==> config.mk <==
export PLATFORM = sky130hd
export DESIGN_NAME = rl_record_serializer
export DESIGN_NICKNAME = d
export VERILOG_FILES = /design/src/rtl/rl_record_serializer_pkg.sv /design/src/rtl/rl_word_skid.sv /design/src/rtl/rl_record_serializer.sv
export SDC_FILE = /design/constraint.sdc
export NUM_CORES = 1
export LEC_CHECK = 0
export CORE_ASPECT_RATIO = 1.25
export CORE_MARGIN = 2
export CORE_UTILIZATION = 50
export DETAILED_ROUTE_END_ITERATION = 12
export PLACE_DENSITY = 0.77
export SLEW_MARGIN = 20
export SYNTH_ARGS = -nofsm -noshare
export SYNTH_HDL_FRONTEND = slang
export SYNTH_SLANG_ARGS = --single-unit
==> constraint.sdc <==
create_clock -name clk -period 2 [get_ports clk]
set_clock_uncertainty 0.05 [all_clocks]
set_input_delay 0.3 -clock clk [delete_from_list [all_inputs] [get_ports clk]]
set_output_delay 0.3 -clock clk [all_outputs]
set_load 0.005 [all_outputs]
==> src/rtl/rl_record_serializer_pkg.sv <==
// Shared definitions for the RL02 record serializer and the CRC-16 stage it drives.
package rl_record_serializer_pkg;

  localparam int WORD_W = 16;
  localparam int CRC_W  = 16;
  localparam logic [CRC_W-1:0] CRC_POLY = 16'h8005;
  localparam logic [CRC_W-1:0] CRC_INIT = 16'h0000;

  typedef enum logic [2:0] {
    ST_IDLE     = 3'd0,
    ST_CLR      = 3'd1,
    ST_DATA     = 3'd2,
    ST_CRC_LOAD = 3'd3,
    ST_CRC      = 3'd4,
    ST_TAIL     = 3'd5
  } state_e;

endpackage

==> src/rtl/rl_word_skid.sv <==
// Single-entry holding register between the sector buffer and the serializer shift register.
module rl_word_skid
  import rl_record_serializer_pkg::*;
(
  input  logic              clk,
  input  logic              rst_n,
  input  logic              srst,
  input  logic              accept_en,
  input  logic [WORD_W-1:0] in_data,
  input  logic              in_valid,
  output logic              in_ready,
  output logic [WORD_W-1:0] out_data,
  output logic              out_full,
  input  logic              out_take
);

  logic              full_r;
  logic [WORD_W-1:0] data_r;

  assign in_ready = !full_r && accept_en;
  assign out_data = data_r;
  assign out_full = full_r;

  // Capture one word on handshake; release it when the shift register takes it.
  always_ff @(posedge clk) begin
    if (!rst_n) begin
      full_r <= 1'b0;
      data_r <= '0;
    end else if (srst) begin
      full_r <= 1'b0;
    end else if (in_valid && in_ready) begin
      full_r <= 1'b1;
      data_r <= in_data;
    end else if (out_take) begin
      full_r <= 1'b0;
    end else begin
      full_r <= full_r;
    end
  end

endmodule

==> src/rtl/rl_record_serializer.sv <==
// Bit-serial record transmitter: data words LSB-first, then the CRC-16 MSB-first.
module rl_record_serializer
  import rl_record_serializer_pkg::*;
#(
  parameter int LEN_W = 8
) (
  input  logic              clk,
  input  logic              rst_n,
  input  logic              start,
  input  logic [LEN_W-1:0]  rec_len,
  input  logic [WORD_W-1:0] word_data,
  input  logic              word_valid,
  output logic              word_ready,
  input  logic              bit_tick,
  output logic              ser_out,
  output logic              ser_en,
  output logic              busy,
  output logic              done,
  output logic              underrun,
  output logic              crc_clr,
  output logic              crc_en,
  output logic              crc_data,
  input  logic [CRC_W-1:0]  crc_in
);

  localparam logic [LEN_W-1:0] LEN_ONE = LEN_W'(1);

  state_e            state_r;
  logic [LEN_W-1:0]  words_left_r;
  logic [LEN_W-1:0]  accept_left_r;
  logic [WORD_W-1:0] shift_r;
  logic              shift_full_r;
  logic [3:0]        bit_cnt_r;
  logic              ser_out_r;
  logic              ser_en_r;
  logic              busy_r;
  logic              done_r;
  logic              underrun_r;
  logic              crc_clr_r;

  logic              accept_en_s;
  logic              hs_s;
  logic              load_s;
  logic              data_tick_s;
  logic              idle_s;
  logic [WORD_W-1:0] hold_data_s;
  logic              hold_full_s;

  assign idle_s      = (state_r == ST_IDLE);
  assign accept_en_s = (accept_left_r != '0) && ((state_r == ST_DATA) || (state_r == ST_CLR));
  assign hs_s        = word_valid && word_ready;
  assign load_s      = (state_r == ST_DATA) && !shift_full_r && hold_full_s && !bit_tick;
  assign data_tick_s = (state_r == ST_DATA) && bit_tick && shift_full_r;

  // The CRC stage must advance on the very edge that shifts the bit out.
  assign crc_en   = data_tick_s;
  assign crc_data = shift_r[0];

  assign ser_out  = ser_out_r;
  assign ser_en   = ser_en_r;
  assign busy     = busy_r;
  assign done     = done_r;
  assign underrun = underrun_r;
  assign crc_clr  = crc_clr_r;

  rl_word_skid u_skid (
    .clk       (clk),
    .rst_n     (rst_n),
    .srst      (idle_s),
    .accept_en (accept_en_s),
    .in_data   (word_data),
    .in_valid  (word_valid),
    .in_ready  (word_ready),
    .out_data  (hold_data_s),
    .out_full  (hold_full_s),
    .out_take  (load_s)
  );

  // Record sequencer with registered line and status outputs.
  always_ff @(posedge clk) begin
    if (!rst_n) begin
      state_r       <= ST_IDLE;
      words_left_r  <= '0;
      accept_left_r <= '0;
      shift_r       <= '0;
      shift_full_r  <= 1'b0;
      bit_cnt_r     <= 4'd0;
      ser_out_r     <= 1'b0;
      ser_en_r      <= 1'b0;
      busy_r        <= 1'b0;
      done_r        <= 1'b0;
      underrun_r    <= 1'b0;
      crc_clr_r     <= 1'b1;
    end else begin
      done_r <= 1'b0;
      if (hs_s) begin
        accept_left_r <= accept_left_r - LEN_ONE;
      end
      case (state_r)
        ST_IDLE: begin
          crc_clr_r <= 1'b0;
          if (start) begin
            words_left_r  <= rec_len;
            accept_left_r <= rec_len;
            underrun_r    <= 1'b0;
            busy_r        <= 1'b1;
            crc_clr_r     <= 1'b1;
            shift_full_r  <= 1'b0;
            state_r       <= ST_CLR;
          end
        end
        ST_CLR: begin
          crc_clr_r <= 1'b0;
          bit_cnt_r <= 4'd0;
          state_r   <= (words_left_r == '0) ? ST_CRC_LOAD : ST_DATA;
        end
        ST_DATA: begin
          if (bit_tick) begin
            if (shift_full_r) begin
              ser_out_r <= shift_r[0];
              ser_en_r  <= 1'b1;
              shift_r   <= {1'b0, shift_r[WORD_W-1:1]};
              bit_cnt_r <= bit_cnt_r + 4'd1;
              if (bit_cnt_r == 4'd15) begin
                shift_full_r <= 1'b0;
                words_left_r <= words_left_r - LEN_ONE;
                if (words_left_r == LEN_ONE) begin
                  state_r <= ST_CRC_LOAD;
                end
              end
            end else begin
              // Starved line: abort the record without a done pulse.
              underrun_r <= 1'b1;
              ser_en_r   <= 1'b0;
              ser_out_r  <= 1'b0;
              busy_r     <= 1'b0;
              state_r    <= ST_IDLE;
            end
          end else if (load_s) begin
            shift_r      <= hold_data_s;
            shift_full_r <= 1'b1;
          end
        end
        ST_CRC_LOAD: begin
          shift_r   <= crc_in;
          bit_cnt_r <= 4'd0;
          state_r   <= ST_CRC;
        end
        ST_CRC: begin
          if (bit_tick) begin
            ser_out_r <= shift_r[WORD_W-1];
            ser_en_r  <= 1'b1;
            shift_r   <= {shift_r[WORD_W-2:0], 1'b0};
            bit_cnt_r <= bit_cnt_r + 4'd1;
            if (bit_cnt_r == 4'd15) begin
              state_r <= ST_TAIL;
            end
          end
        end
        ST_TAIL: begin
          if (bit_tick) begin
            ser_out_r <= 1'b0;
            ser_en_r  <= 1'b0;
            busy_r    <= 1'b0;
            done_r    <= 1'b1;
            state_r   <= ST_IDLE;
          end
        end
        default: begin
          state_r  <= ST_IDLE;
          ser_en_r <= 1'b0;
          busy_r   <= 1'b0;
        end
      endcase
    end
  end

endmodule

==> flow_metrics.env, run 1 <==
export IMPL_status="finished, violations left"
export IMPL_violations="setup timing"
export IMPL_cp_slowest_cell="or4_4"
export IMPL_cts_buffers=9
export IMPL_fmax_mhz=429
export IMPL_avgSynthCellArea_um2=8.33
export IMPL_grt_pass1_vias=3845
export IMPL_worst_slack_ns=-0.329
export IMPL_finalMaxSlewViolations=0
export IMPL_hold_viol_final=0
export IMPL_netlist_instances=462
export IMPL_path_cells="or4_4 -> or4b_4 -> and3_4 -> buf_6"
export IMPL_grt_setup_unrepaired="yes"
export IMPL_worstSetupPathType="reg -> out"
export IMPL_syn_num_nets=513
export IMPL_clk_pin_slew_ns=0.07
export IMPL_core_area_mm2=0.00740
export IMPL_setup_tns_final_ns=-2.50
export IMPL_ant_nets=0
export IMPL_layout_nets=599
export IMPL_grt_usage_pct=26.9
export IMPL_synth_common_cells="63 x dfxtp_1, 30 x a21oi_1, 27 x a22oi_1, 27 x clkbuf_1, 25 x nor3_1"
export IMPL_grt_overflow_total=0
export IMPL_io_buffer_count=53
export IMPL_rows=35
export IMPL_drv_cap=0
export IMPL_ys_top_cells_by_area="dfxtp_1 33%, a22oi_1 5.3%, mux2_2 4.1%"
export IMPL_yosys_area_top_type="dfxtp_1"
export IMPL_clock_latency_ns=0.33
export IMPL_initial_core_util_pct=52.0
export IMPL_max_slew_margin_pct=59.6
export IMPL_synth_edff_count=0
export IMPL_ys_seq_area_share_pct=32.8
export IMPL_period_needed_ns=2.33
export IMPL_cp_required_ns=1.65
export IMPL_vias=3945
export IMPL_final_core_util_pct=70.0
export IMPL_synth_flop_cell="dfxtp_1"
export IMPL_startpoint_type="flip-flop"
export IMPL_drive_gt1_share_pct=25.9
export IMPL_gp_congestion=0.841
export IMPL_cts_sinks=63
export IMPL_root_buffer="clkbuf_8"
export IMPL_cpPeakStageDelay_ns=0.54
export IMPL_die_h_um=102
export IMPL_yosysMostFrequentCell="dfxtp_1"
export IMPL_netlist_area_mm2=0.00385
export IMPL_setup_viol=25
export IMPL_cts_tree="yes"
export IMPL_antenna_found_initial=0
export IMPL_cts_buffer_depth=2
export IMPL_finalCritPeriodShare_pct=116
export IMPL_drt_total_wl_mm=10.9
export IMPL_ys_seq_elements=63
export IMPL_hp_class="reg -> reg"
export IMPL_area_growth_pct=34.6
export IMPL_critPathCaptureType="output pin"
export IMPL_route_detailed_vias_per_inst=6.12
export IMPL_postSynth_asyncResetShare_pct=0
export IMPL_die_x_um=82.5
export IMPL_route_detailed_drc=0
export IMPL_dp_hpwl_mm=7.58
export IMPL_synth_cell_types=70
export IMPL_critical_path_max_fanout=2
export IMPL_ios=54
export IMPL_die_area_mm2=0.00842
export IMPL_wl_per_cell_um=17.0
export IMPL_grt_max_degree=36
export IMPL_antenna_cells=0
export IMPL_htreeDepth=3
export IMPL_peakVddDrop_mv=0.631
export IMPL_synth_top_cell_area_share_pct=32.8
export IMPL_p_leak_uw=0.00186
export IMPL_tightest_slew_ns=0.602
export IMPL_p_per_area_mw_per_mm2=1320
export IMPL_critPathArrivalTime_ns=1.98
export IMPL_grt_pass1_wl_mm=17.7
export IMPL_yosysWarnings=0
export IMPL_firstDrtPassIters=5
export IMPL_drtIter0Drc=319
==> power breakdown <==
group	leakage (uW)	switching (uW)	internal, uW
sequential	0.000516	270	1560
clock	0.000110	503	736
combinational	0.00124	1880	1860
total	0.00186	2650	4160
==> worst max-delay path: cells and delay by family, from the launching register on <==
kind,cells,cell delay [ns]
buf+inv,1,0.11
flops,1,0.32
simple gates,3,1.22
==> cell type report <==
class                      instances  area [um2]
clock buffer                      11         141
clock inverter                     5        81.3
fill                             588        2220
inverter                          16        60.1
multi-input combinational        339        2370
sequential                        63        1270
tap                               92         115
timing repair buffer             119        1140
==> layer usage <==
layer / up-vias / global-route usage, % / routed length (um)
met5: - / 0 / 0
met4: 0 / 11.7 / 300
met3: 27 / 3.18 / 531
met2: 140 / 47.1 / 5510
met1: 1855 / 32.5 / 4600
li1: 1923 / - / -
==> kinds of logic (layout without fill, tap and decap cells) <==
logic type | after synthesis | in the layout | share of synthesized area, %
AOI/OAI and AO/OA | 166 | 166 | 29.4
and+or+nand+nor | 149 | 149 | 24.0
DFF | 63 | 63 | 32.8
buffers and inverters | 60 | 151 | 6.83
muxes | 16 | 16 | 4.62
adders and majority gates | 6 | 6 | 1.95
xor gates and xnor gates | 2 | 2 | 0.455
==> sequential cells by signal, indices dropped and copies added, names as in the netlist <==
register         cells
crc_clr              1
busy                 1
shift_full_r         1
done                 1
shift_r             16
bit_cnt_r            4
u_skid.out_data     16
underrun             1
ser_out              1
words_left_r         8
ser_en               1
accept_left_r        8
u_skid.out_full      1
state_r              3
==> through the flow <==
step	setup slack [ns]	total power (uW)	instances	cell area, um2	hold WS, ns
final	-0.329	6820	645	5180	0.419
after global routing	-0.378	7220	645	5180	0.451
after CTS	-0.390	6450	639	5080	0.427
after detailed placement	-0.306	5080	621	4780	0.417
after global placement	-0.295	4990	621	4780	0.411
after floorplan	-0.0415	3930	462	3850	0.381
==> cell usage in the layout, fill, tap and decap left out, drive strengths merged, types with 7 or more instances in the layout <==
| master | n |
|---|---|
| inv | 14 |
| a311oi | 18 |
| clkdlybuf4s50 | 51 |
| a21oi | 40 |
| buf | 66 |
| a21o | 7 |
| nand2b | 18 |
| nand2 | 13 |
| mux2 | 14 |
| o21ai | 40 |
| nand3 | 26 |
| nor3 | 25 |
| clkbuf | 11 |
| dfxtp | 63 |
| nor2 | 22 |
| a22oi | 27 |
==> worst paths after layout <==
| path | startpoint | endpoint | slack, ns | cells after the start |
|---|---|---|---|---|
| max | accept_left_r[5] | word_ready | -0.33 | 4 |
| min reg2reg | u_skid.out_data[14] | u_skid.out_data[14] | 0.42 | 2 |
| max reg2reg | accept_left_r[5] | accept_left_r[1] | -0.17 | 5 |
| min | u_skid.out_data[14] | u_skid.out_data[14] | 0.42 | 2 |
==> timing repair <==
action,CTS,global route
resized for setup,15,13
hold buffers,0,0
endpoints found under the setup margin,14,24
pin swaps,5,14
cloned,1,1
setup buffers,1,5
No activity file was read; power rests on OpenSTA's default activity.
==> run 2: changes to the inputs <==
PLACE_DENSITY = 0.88   (was 0.77)
==> flow_metrics.env, run 2 (synthesis gave the netlist of run 1 again) <==
export IMPL_worst_slack_ns=-0.365
export IMPL_hold_viol_final=0
export IMPL_ctsHoldBuffers=0
export IMPL_peakVddDrop_mv=1.00
export IMPL_grt_setup_unrepaired="yes"
export IMPL_instances_no_fill=644
export IMPL_grt_overflow_total=0
export IMPL_violations="setup timing"
export IMPL_hp_start="words_left_r[6]"
export IMPL_tightest_slew_ns=0.520
export IMPL_critPathCaptureType="output pin"
export IMPL_startpoint_type="flip-flop"
export IMPL_area_growth_pct=34.4
export IMPL_drt_total_wl_mm=12.2
export IMPL_fmax_mhz=423
export IMPL_seq_power_share_pct=25.4
export IMPL_root_buffer="clkbuf_8"
export IMPL_cts_tree="yes"
export IMPL_finalCritPeriodShare_pct=118
export IMPL_ant_nets=0
export IMPL_grt_pass1_vias=4105
export IMPL_wl_per_cell_um=19.0
export IMPL_route_detailed_drc=0
export IMPL_die_area_mm2=0.00842
export IMPL_clk_pin_slew_ns=0.08
export IMPL_antenna_cells=0
export IMPL_drive_gt1_share_pct=25.7
export IMPL_route_detailed_vias_per_inst=6.48
export IMPL_dp_cells=621
export IMPL_p_leak_uw=0.00185
export IMPL_setup_viol=23
export IMPL_grt_max_degree=33
export IMPL_max_slew_margin_pct=65.1
export IMPL_crit_start="accept_left_r[5]"
export IMPL_switching_share_pct=40.6
export IMPL_worstSetupPathType="reg -> out"
export IMPL_period_needed_ns=2.37
export IMPL_layout_commonest_cell="dfxtp_1"
export IMPL_combPwrFrac_pct=56.9
export IMPL_antenna_found_initial=0
export IMPL_layout_nets=598
export IMPL_io_buffer_count=53
export IMPL_mostFrequentLayoutCells="57 x dfxtp_1, 56 x buf_4, 51 x clkdlybuf4s50_1"
export IMPL_p_clk_share_pct=17.7
export IMPL_ios=54
export IMPL_initial_core_util_pct=52.0
export IMPL_grt_pass1_wl_mm=18.8
export IMPL_timing_rr_start="accept_left_r[5]"
export IMPL_critical_path_max_fanout=2
export IMPL_vias=4176
export IMPL_die_h_um=102
export IMPL_htreeDepth=3
export IMPL_drtIter0Drc=405
export IMPL_final_area_mm2=0.00517
export IMPL_cts_buffer_depth=2
export IMPL_rows=35
export IMPL_cts_buffers=9
export IMPL_finalMaxSlewViolations=0
export IMPL_grt_usage_pct=28.9
export IMPL_core_area_mm2=0.00740
export IMPL_p_per_area_mw_per_mm2=1370
export IMPL_cts_sinks=63
export IMPL_die_x_um=82.5
export IMPL_clock_latency_ns=0.35
export IMPL_dp_hpwl_mm=8.30
export IMPL_gp_congestion=0.884
export IMPL_status="finished, violations left"
export IMPL_hp_class="reg -> reg"
export IMPL_drv_cap=0
export IMPL_placed_area_mm2=0.00477
export IMPL_intPower_uw=4210
export IMPL_power_switching_uw=2880
export IMPL_firstDrtPassIters=7
export IMPL_cp_required_ns=1.65
export IMPL_critPathArrivalTime_ns=2.02
export IMPL_hold_ws_ns=0.445
-- run 2: power by group through the flow --
| stage | combinational (uW) | clock [uW] | sequential (uW) |
|---|---|---|---|
| global route | 4310 | 1310 | 1830 |
| detailed placement | 3350 | 0 | 1800 |
| floorplan | 2170 | 0 | 1760 |
| CTS | 3710 | 1260 | 1790 |
| finish | 4030 | 1260 | 1800 |
| global placement | 3220 | 0 | 1780 |
-- run 2: worst max-delay path, stage by stage (launching register included) --
cell,delay [ns]
dfxtp_2,0.32
or4_4,0.53
or4b_4,0.50
and3_4,0.20
buf_6,0.10
-- run 2: cell type report --
| cell class | count | area, um2 |
|---|---|---|
| repair buffers | 118 | 1130 |
| flip-flops and latches | 63 | 1270 |
| clock inverters | 7 | 96.3 |
| multi-input cells | 339 | 2380 |
| well taps | 92 | 115 |
| clock buffers | 9 | 124 |
| inverters | 16 | 60.1 |
| fillers | 544 | 2230 |
-- run 2: metal layers --
layer	vias to the layer above	part of all wire, %	track usage [%]	routed length [um]
li1	1925	-	-	-
met1	1973	38	32.2	4660
met2	239	51	51.2	6270
met3	39	6.8	4.15	827
met4	0	3.9	16.9	476
met5	-	0	0	0
-- run 2: final timing paths --
path / slack [ns] / endpoint / depth (start not counted)
worst max-delay path: -0.37 / word_ready / 4
worst min-delay path: 0.45 / words_left_r[6] / 2
worst max register to register: -0.29 / accept_left_r[1] / 7
worst min register to register: 0.45 / words_left_r[6] / 2
-- run 2: timing repair --
action                     CTS  global route
pin swaps                    5             3
setup buffers                5             2
cloned                       0             2
hold endpoints to repair     0             0
gates resized for setup     25             8
setup endpoints to repair    7            25
-- run 2: through the flow --
stage	setup WS (ns)	util, %	TNS [ns]	total power (uW)
global placement	-0.306	64.5	-1.74	5000
CTS	-0.401	68.9	-6.77	6750
floorplan	-0.0415	-	-0.0415	3930
detailed placement	-0.304	64.5	-3.47	5150
global route	-0.387	69.9	-4.98	7450
finish	-0.365	69.9	-4.22	7090
